<file path="src/rtl/whac_pkg.sv">
// Shared types and constants for the whac-a-mole datapath: levels, window
// lengths, LFSR seed and the dispatcher state encoding.
package whac_pkg;

    typedef enum logic [1:0] {
        LVL_EASY   = 2'd0,
        LVL_MEDIUM = 2'd1,
        LVL_HARD   = 2'd2,
        LVL_HARD3  = 2'd3
    } level_t;

    typedef enum logic [1:0] {
        IDLE     = 2'd0,
        ARMED    = 2'd1,
        EXPIRED  = 2'd2
    } dispatch_state_t;

    localparam int COUNT_W = 10;

    localparam logic [15:0] LFSR_SEED = 16'hACE1;

    // Index 0 = easy, 1 = medium, 2 = hard.
    localparam logic [2:0][COUNT_W-1:0] WINDOW_TICKS = {10'd400, 10'd700, 10'd1000};

    // Level 3 shares the hard window.
    function automatic logic [COUNT_W-1:0] window_ticks(input level_t lvl);
        logic [COUNT_W-1:0] ticks;
        case (lvl)
            LVL_EASY:   ticks = WINDOW_TICKS[0];
            LVL_MEDIUM: ticks = WINDOW_TICKS[1];
            default:    ticks = WINDOW_TICKS[2];
        endcase
        return ticks;
    endfunction

endpackage

</file>
<file path="src/rtl/lfsr16.sv">
// Free-running 16-bit Fibonacci LFSR, taps 16/14/13/11, reloaded with the
// seed on reset.
module lfsr16
    import whac_pkg::*;
#(
    parameter logic [15:0] SEED = LFSR_SEED
) (
    input  logic        clk,
    input  logic        rst_n,
    output logic [15:0] state
);

    logic [15:0] state_q;
    logic [15:0] state_d;

    // Next-state shift with XOR feedback.
    always_comb begin
        state_d = {state_q[14:0], state_q[15] ^ state_q[13] ^ state_q[12] ^ state_q[10]};
    end

    // State register.
    always_ff @(posedge clk or negedge rst_n) begin
        if (!rst_n) begin
            state_q <= SEED;
        end else begin
            state_q <= state_d;
        end
    end

    assign state = state_q;

endmodule

</file>
<file path="src/rtl/mole_dispatcher.sv">
// Mole dispatcher: picks a pseudo-random mole, runs the level-dependent hit
// window and reports hit/expiry to the game FSM. Optional macro
// WRONG_SWITCH_MISS_EN makes a wrong-switch edge end the window as a miss.
module mole_dispatcher
    import whac_pkg::*;
#(
    parameter int N_MOLES     = 8,
    parameter int TICK_CYCLES = 50_000
) (
    input  logic               clk,
    input  logic               rst_n,
    input  logic [1:0]         level,
    input  logic               ready_for_mole,
    input  logic               timeout_start,
    input  logic               ledx,
    input  logic [N_MOLES-1:0] switches,
    output logic [N_MOLES-1:0] leds,
    output logic               switchx,
    output logic               timeout
);

    localparam int SEL_W = $clog2(N_MOLES);
    localparam int PRE_W = (TICK_CYCLES > 1) ? $clog2(TICK_CYCLES) : 1;
    localparam logic [PRE_W-1:0]   PRE_LAST  = PRE_W'(TICK_CYCLES - 1);
    localparam logic [PRE_W-1:0]   PRE_ONE   = PRE_W'(1);
    localparam logic [SEL_W-1:0]   SEL_ONE   = SEL_W'(1);
    localparam logic [N_MOLES-1:0] LED_ONE   = N_MOLES'(1);
    localparam logic [15:0]        CAND_MASK = 16'((32'd1 << SEL_W) - 32'd1);

    dispatch_state_t    state_q, state_d;
    logic [COUNT_W-1:0] count_q, count_d;
    logic [PRE_W-1:0]   pre_q, pre_d;
    logic [SEL_W-1:0]   prev_mole_q, prev_mole_d;
    logic [N_MOLES-1:0] sync1_q, sync2_q, sw_prev_q;
    logic [N_MOLES-1:0] leds_q, leds_d;
    logic               switchx_q, switchx_d;
    logic               timeout_q, timeout_d;

    logic [15:0]        lfsr_s;
    logic [SEL_W-1:0]   candidate_s;
    logic               same_s;
    logic [N_MOLES-1:0] rise_s;
    logic [N_MOLES-1:0] sel_onehot_s;
    logic               hit_s;
    logic               wrong_s;
    logic               tick_s;

    lfsr16 #(.SEED(LFSR_SEED)) u_lfsr (
        .clk   (clk),
        .rst_n (rst_n),
        .state (lfsr_s)
    );

    // Edge detect, mole candidate and tick decode.
    always_comb begin
        candidate_s  = lfsr_s[SEL_W-1:0];
        // Compare on the masked word so the match ignores the unused LFSR bits.
        same_s       = ((lfsr_s & CAND_MASK) == {{(16-SEL_W){1'b0}}, prev_mole_q});
        rise_s       = sync2_q & ~sw_prev_q;
        sel_onehot_s = LED_ONE << prev_mole_q;
        hit_s        = |(rise_s & sel_onehot_s);
        wrong_s      = |(rise_s & ~sel_onehot_s);
        tick_s       = timeout_start && (pre_q == PRE_LAST);
    end

    // Next-state, window countdown and registered-output decode.
    always_comb begin
        state_d     = state_q;
        count_d     = count_q;
        pre_d       = pre_q;
        prev_mole_d = prev_mole_q;
        switchx_d   = 1'b0;
        if (ready_for_mole) begin
            state_d     = ARMED;
            count_d     = window_ticks(level_t'(level));
            pre_d       = {PRE_W{1'b0}};
            prev_mole_d = same_s ? (candidate_s + SEL_ONE) : candidate_s;
        end else begin
            case (state_q)
                ARMED: begin
                    if (!timeout_start) begin
                        state_d = IDLE;
                    end else begin
                        if (tick_s) begin
                            pre_d   = {PRE_W{1'b0}};
                            count_d = count_q - 10'd1;
                        end else begin
                            pre_d = pre_q + PRE_ONE;
                        end
                        // Expiry outranks a hit landing in the same cycle.
                        if (tick_s && (count_q == 10'd1)) begin
                            state_d = EXPIRED;
                        end else if (hit_s) begin
                            state_d   = IDLE;
                            switchx_d = 1'b1;
`ifdef WRONG_SWITCH_MISS_EN
                        end else if (wrong_s) begin
                            state_d = EXPIRED;
`endif
                        end else begin
                            state_d = ARMED;
                        end
                    end
                end
                EXPIRED: begin
                    if (!timeout_start) begin
                        state_d = IDLE;
                    end else begin
                        state_d = EXPIRED;
                    end
                end
                IDLE: begin
                    state_d = IDLE;
                end
                default: begin
                    state_d = IDLE;
                end
            endcase
        end
        if ((state_d == ARMED) && ledx) begin
            leds_d = LED_ONE << prev_mole_d;
        end else begin
            leds_d = {N_MOLES{1'b0}};
        end
        timeout_d = (state_d != EXPIRED);
    end

    // Switch synchroniser and previous-value register for edge detection.
    always_ff @(posedge clk or negedge rst_n) begin
        if (!rst_n) begin
            sync1_q   <= {N_MOLES{1'b0}};
            sync2_q   <= {N_MOLES{1'b0}};
            sw_prev_q <= {N_MOLES{1'b0}};
        end else begin
            sync1_q   <= switches;
            sync2_q   <= sync1_q;
            sw_prev_q <= sync2_q;
        end
    end

    // Control state, window counters and output registers.
    always_ff @(posedge clk or negedge rst_n) begin
        if (!rst_n) begin
            state_q     <= IDLE;
            count_q     <= {COUNT_W{1'b0}};
            pre_q       <= {PRE_W{1'b0}};
            prev_mole_q <= {SEL_W{1'b0}};
            leds_q      <= {N_MOLES{1'b0}};
            switchx_q   <= 1'b0;
            timeout_q   <= 1'b1;
        end else begin
            state_q     <= state_d;
            count_q     <= count_d;
            pre_q       <= pre_d;
            prev_mole_q <= prev_mole_d;
            leds_q      <= leds_d;
            switchx_q   <= switchx_d;
            timeout_q   <= timeout_d;
        end
    end

    assign leds    = leds_q;
    assign switchx = switchx_q;
    assign timeout = timeout_q;

endmodule

</file>
<file path="config.mk">
export PLATFORM = sky130hd
export DESIGN_NAME = mole_dispatcher
export DESIGN_NICKNAME = d
export VERILOG_FILES = /design/src/rtl/whac_pkg.sv /design/src/rtl/lfsr16.sv /design/src/rtl/mole_dispatcher.sv
export SDC_FILE = /design/constraint.sdc
export NUM_CORES = 1
export LEC_CHECK = 0
export BUFFER_PORTS_ARGS = -buffer_cell sky130_fd_sc_hd__buf_2
export CAP_MARGIN = 30
export CORE_UTILIZATION = 50
export CTS_BUF_LIST = sky130_fd_sc_hd__clkbuf_8
export DETAILED_ROUTE_END_ITERATION = 8
export MAX_ROUTING_LAYER = met4
export PLACE_DENSITY_LB_ADDON = 0.08
export SYNTH_ARGS = -nofsm -noshare
export SYNTH_HDL_FRONTEND = slang
export SYNTH_HIERARCHICAL = 1
export SYNTH_SLANG_ARGS = --single-unit
export TNS_END_PERCENT = 30
</file>
<file path="constraint.sdc">
create_clock -name clk -period 2.1 [get_ports clk]
set_input_delay 0.21 -clock clk [delete_from_list [all_inputs] [get_ports clk]]
set_output_delay 0.21 -clock clk [all_outputs]
set_load 0.01 [all_outputs]
</file>
==> impl_results.rst <==
.. list-table::
   :header-rows: 1

   * - Metric
     - Value
   * - Worst setup SP type
     - flip-flop
   * - Category of the most critical setup path
     - reg -> reg
   * - Crit Path Max Fanout
     - 7
   * - Worst EP required
     - 2.34 ns
   * - Detailed Route Iter0 Violations
     - 153
   * - Remaining number of nets flagged by the antenna check after routing
     - 0
   * - Diodes inserted
     - 0
   * - Type of the worst min-delay path
     - in -> reg
   * - DIE HEIGHT
     - 84.87 um
   * - Number of global-route vias before repair
     - 2,560
   * - Total number of H-tree levels
     - 3
   * - Post-DR wirelength/cell
     - 15.16 um
   * - Clock-pin transition on the worst setup and hold timing paths
     - 0.08 ns
   * - Initial Util
     - 52.86%
   * - Clock tree from TritonCTS
     - done
   * - Clock network fraction of total power
     - 39.4%
   * - Leakage power of the design
     - 1.831 nW
   * - Total setup violations reported at the end of the flow
     - 0
   * - Period utilisation layout
     - 97.11%
   * - Routed length on met1
     - 3378 um
   * - Highest routed metal layer
     - met4
   * - Worst-case hold slack
     - 0.1598 ns
   * - Vias after detailed routing
     - 2,466
   * - Slew Viols, Final
     - 0
   * - Global-route wire length before repair
     - 12,190 um
   * - Count of fill cells added during filler insertion
     - 511
   * - Drt drc
     - 4
   * - Total wire length after detailed routing
     - 6806 um
   * - Total chip power
     - 3.084 mW
   * - Sw power
     - 0.7127 mW
   * - PD cells
     - 727.3 nW/um2
   * - CORE AREA
     - 6495 um2
   * - Total track usage
     - 22.84%
   * - Syn Inst Count
     - 302
   * - Post-Synthesis Cell Area
     - 3433 um2
   * - Fin crit period
     - 2.039 ns
   * - Setup slack, reg-to-reg
     - 0.06 ns
   * - Die width
     - 84.87 um
   * - Worst setup margin
     - 0.06059 ns
   * - Number of core rows
     - 29
   * - Unrepaired setup endpoints after global routing
     - true
   * - Metal2 WL
     - 3065 um
   * - Antenna violations before repair
     - 0
   * - Post-layout util
     - 65.29%
   * - Critical-path cell with the highest stage delay
     - sky130_fd_sc_hd__or4b_4
   * - Die area
     - 7202 um2
   * - Final setup TNS
     - 0 ns
   * - CTS sink cnt
     - 81
   * - Number of maximum-capacitance violations
     - 0
   * - Bufs and invs on worst path
     - 0
   * - Synth Area per Inst
     - 11.37 um2
   * - Final cell count without fillers
     - 449
   * - Clock root buffer
     - sky130_fd_sc_hd__clkbuf_8
   * - NumNets Final
     - 388
   * - Syn_nets
     - 323
   * - Max Clk Rate
     - 490.3 MHz
   * - Run status
     - complete, but fails checks
   * - Placed cells
     - 422
   * - Worst-Margin Slew
     - 0.4915 ns
   * - Switching fraction of total power
     - 23.11%
   * - Internal
     - 2.371 mW
   * - Share of post-route cells with drive strength above 1
     - 28.23%
   * - Worst setup timing slack at the placement stage
     - -0.03750 ns
   * - 1st-pass router iterations
     - 6
   * - Worst clock skew
     - 0.006320 ns
   * - Routed wire length on met3
     - 301 um
   * - Max Root-Sink Buffers
     - 2
   * - Slew Limit Headroom
     - 67.23%
   * - Combinational fraction of design power
     - 7.4%
   * - Critical path arrival
     - 2.28 ns
   * - Critical-path cell list
     - or4b_4, or4_4, nor4_4, xnor2_1, o21ai_1
   * - Placed standard-cell area
     - 3837 um2
   * - Final HPWL from detailed placement
     - 4728 um
   * - Worst IR Drop VDD
     - 516.5 uV
   * - Type of destination of the critical path
     - flip-flop
   * - Post-detailed-route via-to-cell ratio
     - 5.492
   * - Hold Violations, Final
     - 0
   * - Overall overflow remaining after global route
     - 0
   * - Growth of design area from synthesis to finish
     - 23.51%
   * - Top Ports
     - 25
   * - Family with the most delay on the worst path
     - simple AND/OR/NAND/NOR gates
   * - Yosys warns
     - 6
   * - TritonCTS buffer count
     - 9
   * - Worst-skew pair later-pin latency
     - 0.35 ns
   * - Port bufs
     - 24
   * - Violated checks
     - DRC
   * - Largest net degree at the start of global routing
     - 42
   * - Cell area after layout
     - 4240 um2
   * - Reg power frac
     - 53.3%
   * - Crit path largest cell delay
     - 0.54 ns
   * - RePlAce Congestion
     - 0.8586
==> tightest hold or removal path: stages <==
cell and delay (ns):
sky130_fd_sc_hd__buf_2 0.08, sky130_fd_sc_hd__or3_1 0.12, sky130_fd_sc_hd__o21ai_1 0.06
==> repair_timing <==
item                                   4_1_cts  5_1_grt
buffers inserted                             0        2
pin swaps                                    0        5
endpoints found under the hold margin       41        0
resized for setup                            2       14
hold buffers                                 9        0
setup endpoints to repair                    3       22
==> flip-flops by register name, summed over array words and instances (netlist names) <==
name,flops
sync2_q,8
leds,8
sync1_q,8
prev_mole_q,3
timeout,1
u_lfsr/state,16
pre_q,16
count_q,10
state_q,2
sw_prev_q,8
switchx,1
==> cells in the final DEF, fill, tap and decap left out, drive strengths merged, types with 9 or more instances in the layout <==
| cell type | instances |
|---|---|
| nand3 | 15 |
| dlygate4sd3 | 9 |
| nor4 | 10 |
| nor3 | 11 |
| dfrtp | 72 |
| a21oi | 15 |
| dfstp | 9 |
| inv | 14 |
| nand2 | 18 |
| buf | 58 |
| nor2 | 23 |
| o21ai | 15 |
| xor2 | 10 |
| xnor2 | 10 |
| clkbuf | 9 |
==> power by group through the flow <==
stage | clock network, mW | logic [mW] | registers, mW
2_1_floorplan | 0 | 0.110 | 1.66
3_5_place_dp | 0 | 0.210 | 1.67
6_report | 1.21 | 0.227 | 1.64
3_3_place_gp | 0 | 0.208 | 1.67
4_1_cts | 1.26 | 0.225 | 1.64
5_1_grt | 1.33 | 0.256 | 1.65
==> layout make-up <==
class                      instances  area, um2  share of cell area, %
sequential                        81       2039                  48.10
multi-input combinational        196       1349                  31.81
timing repair buffer              67      491.7                  11.60
clock buffer                       9      123.9                  2.921
tap                               77      96.34                  2.272
clock inverter                     7      95.09                  2.243
inverter                          12      45.04                  1.062
==> final timing paths <==
kind / end / cells past startpoint / from
worst max-delay path: count_q[6] / 5 / pre_q[13]
worst min register to register: sync2_q[5] / 0 / sync1_q[5]
worst max register to register: count_q[6] / 5 / pre_q[13]
worst min-delay path: count_q[6] / 3 / level[0]
min in group asynchronous: u_lfsr/state[12] / 2 / rst_n
max in group asynchronous: timeout / 3 / rst_n
==> layer usage <==
metal | GRT usage, % | up-vias
met5 | - | -
met4 | 9.091 | 0
met3 | 5.739 | 4
met2 | 32.74 | 55
met1 | 31.41 | 1198
li1 | - | 1209
No activity file was read; power rests on OpenSTA's default activity.
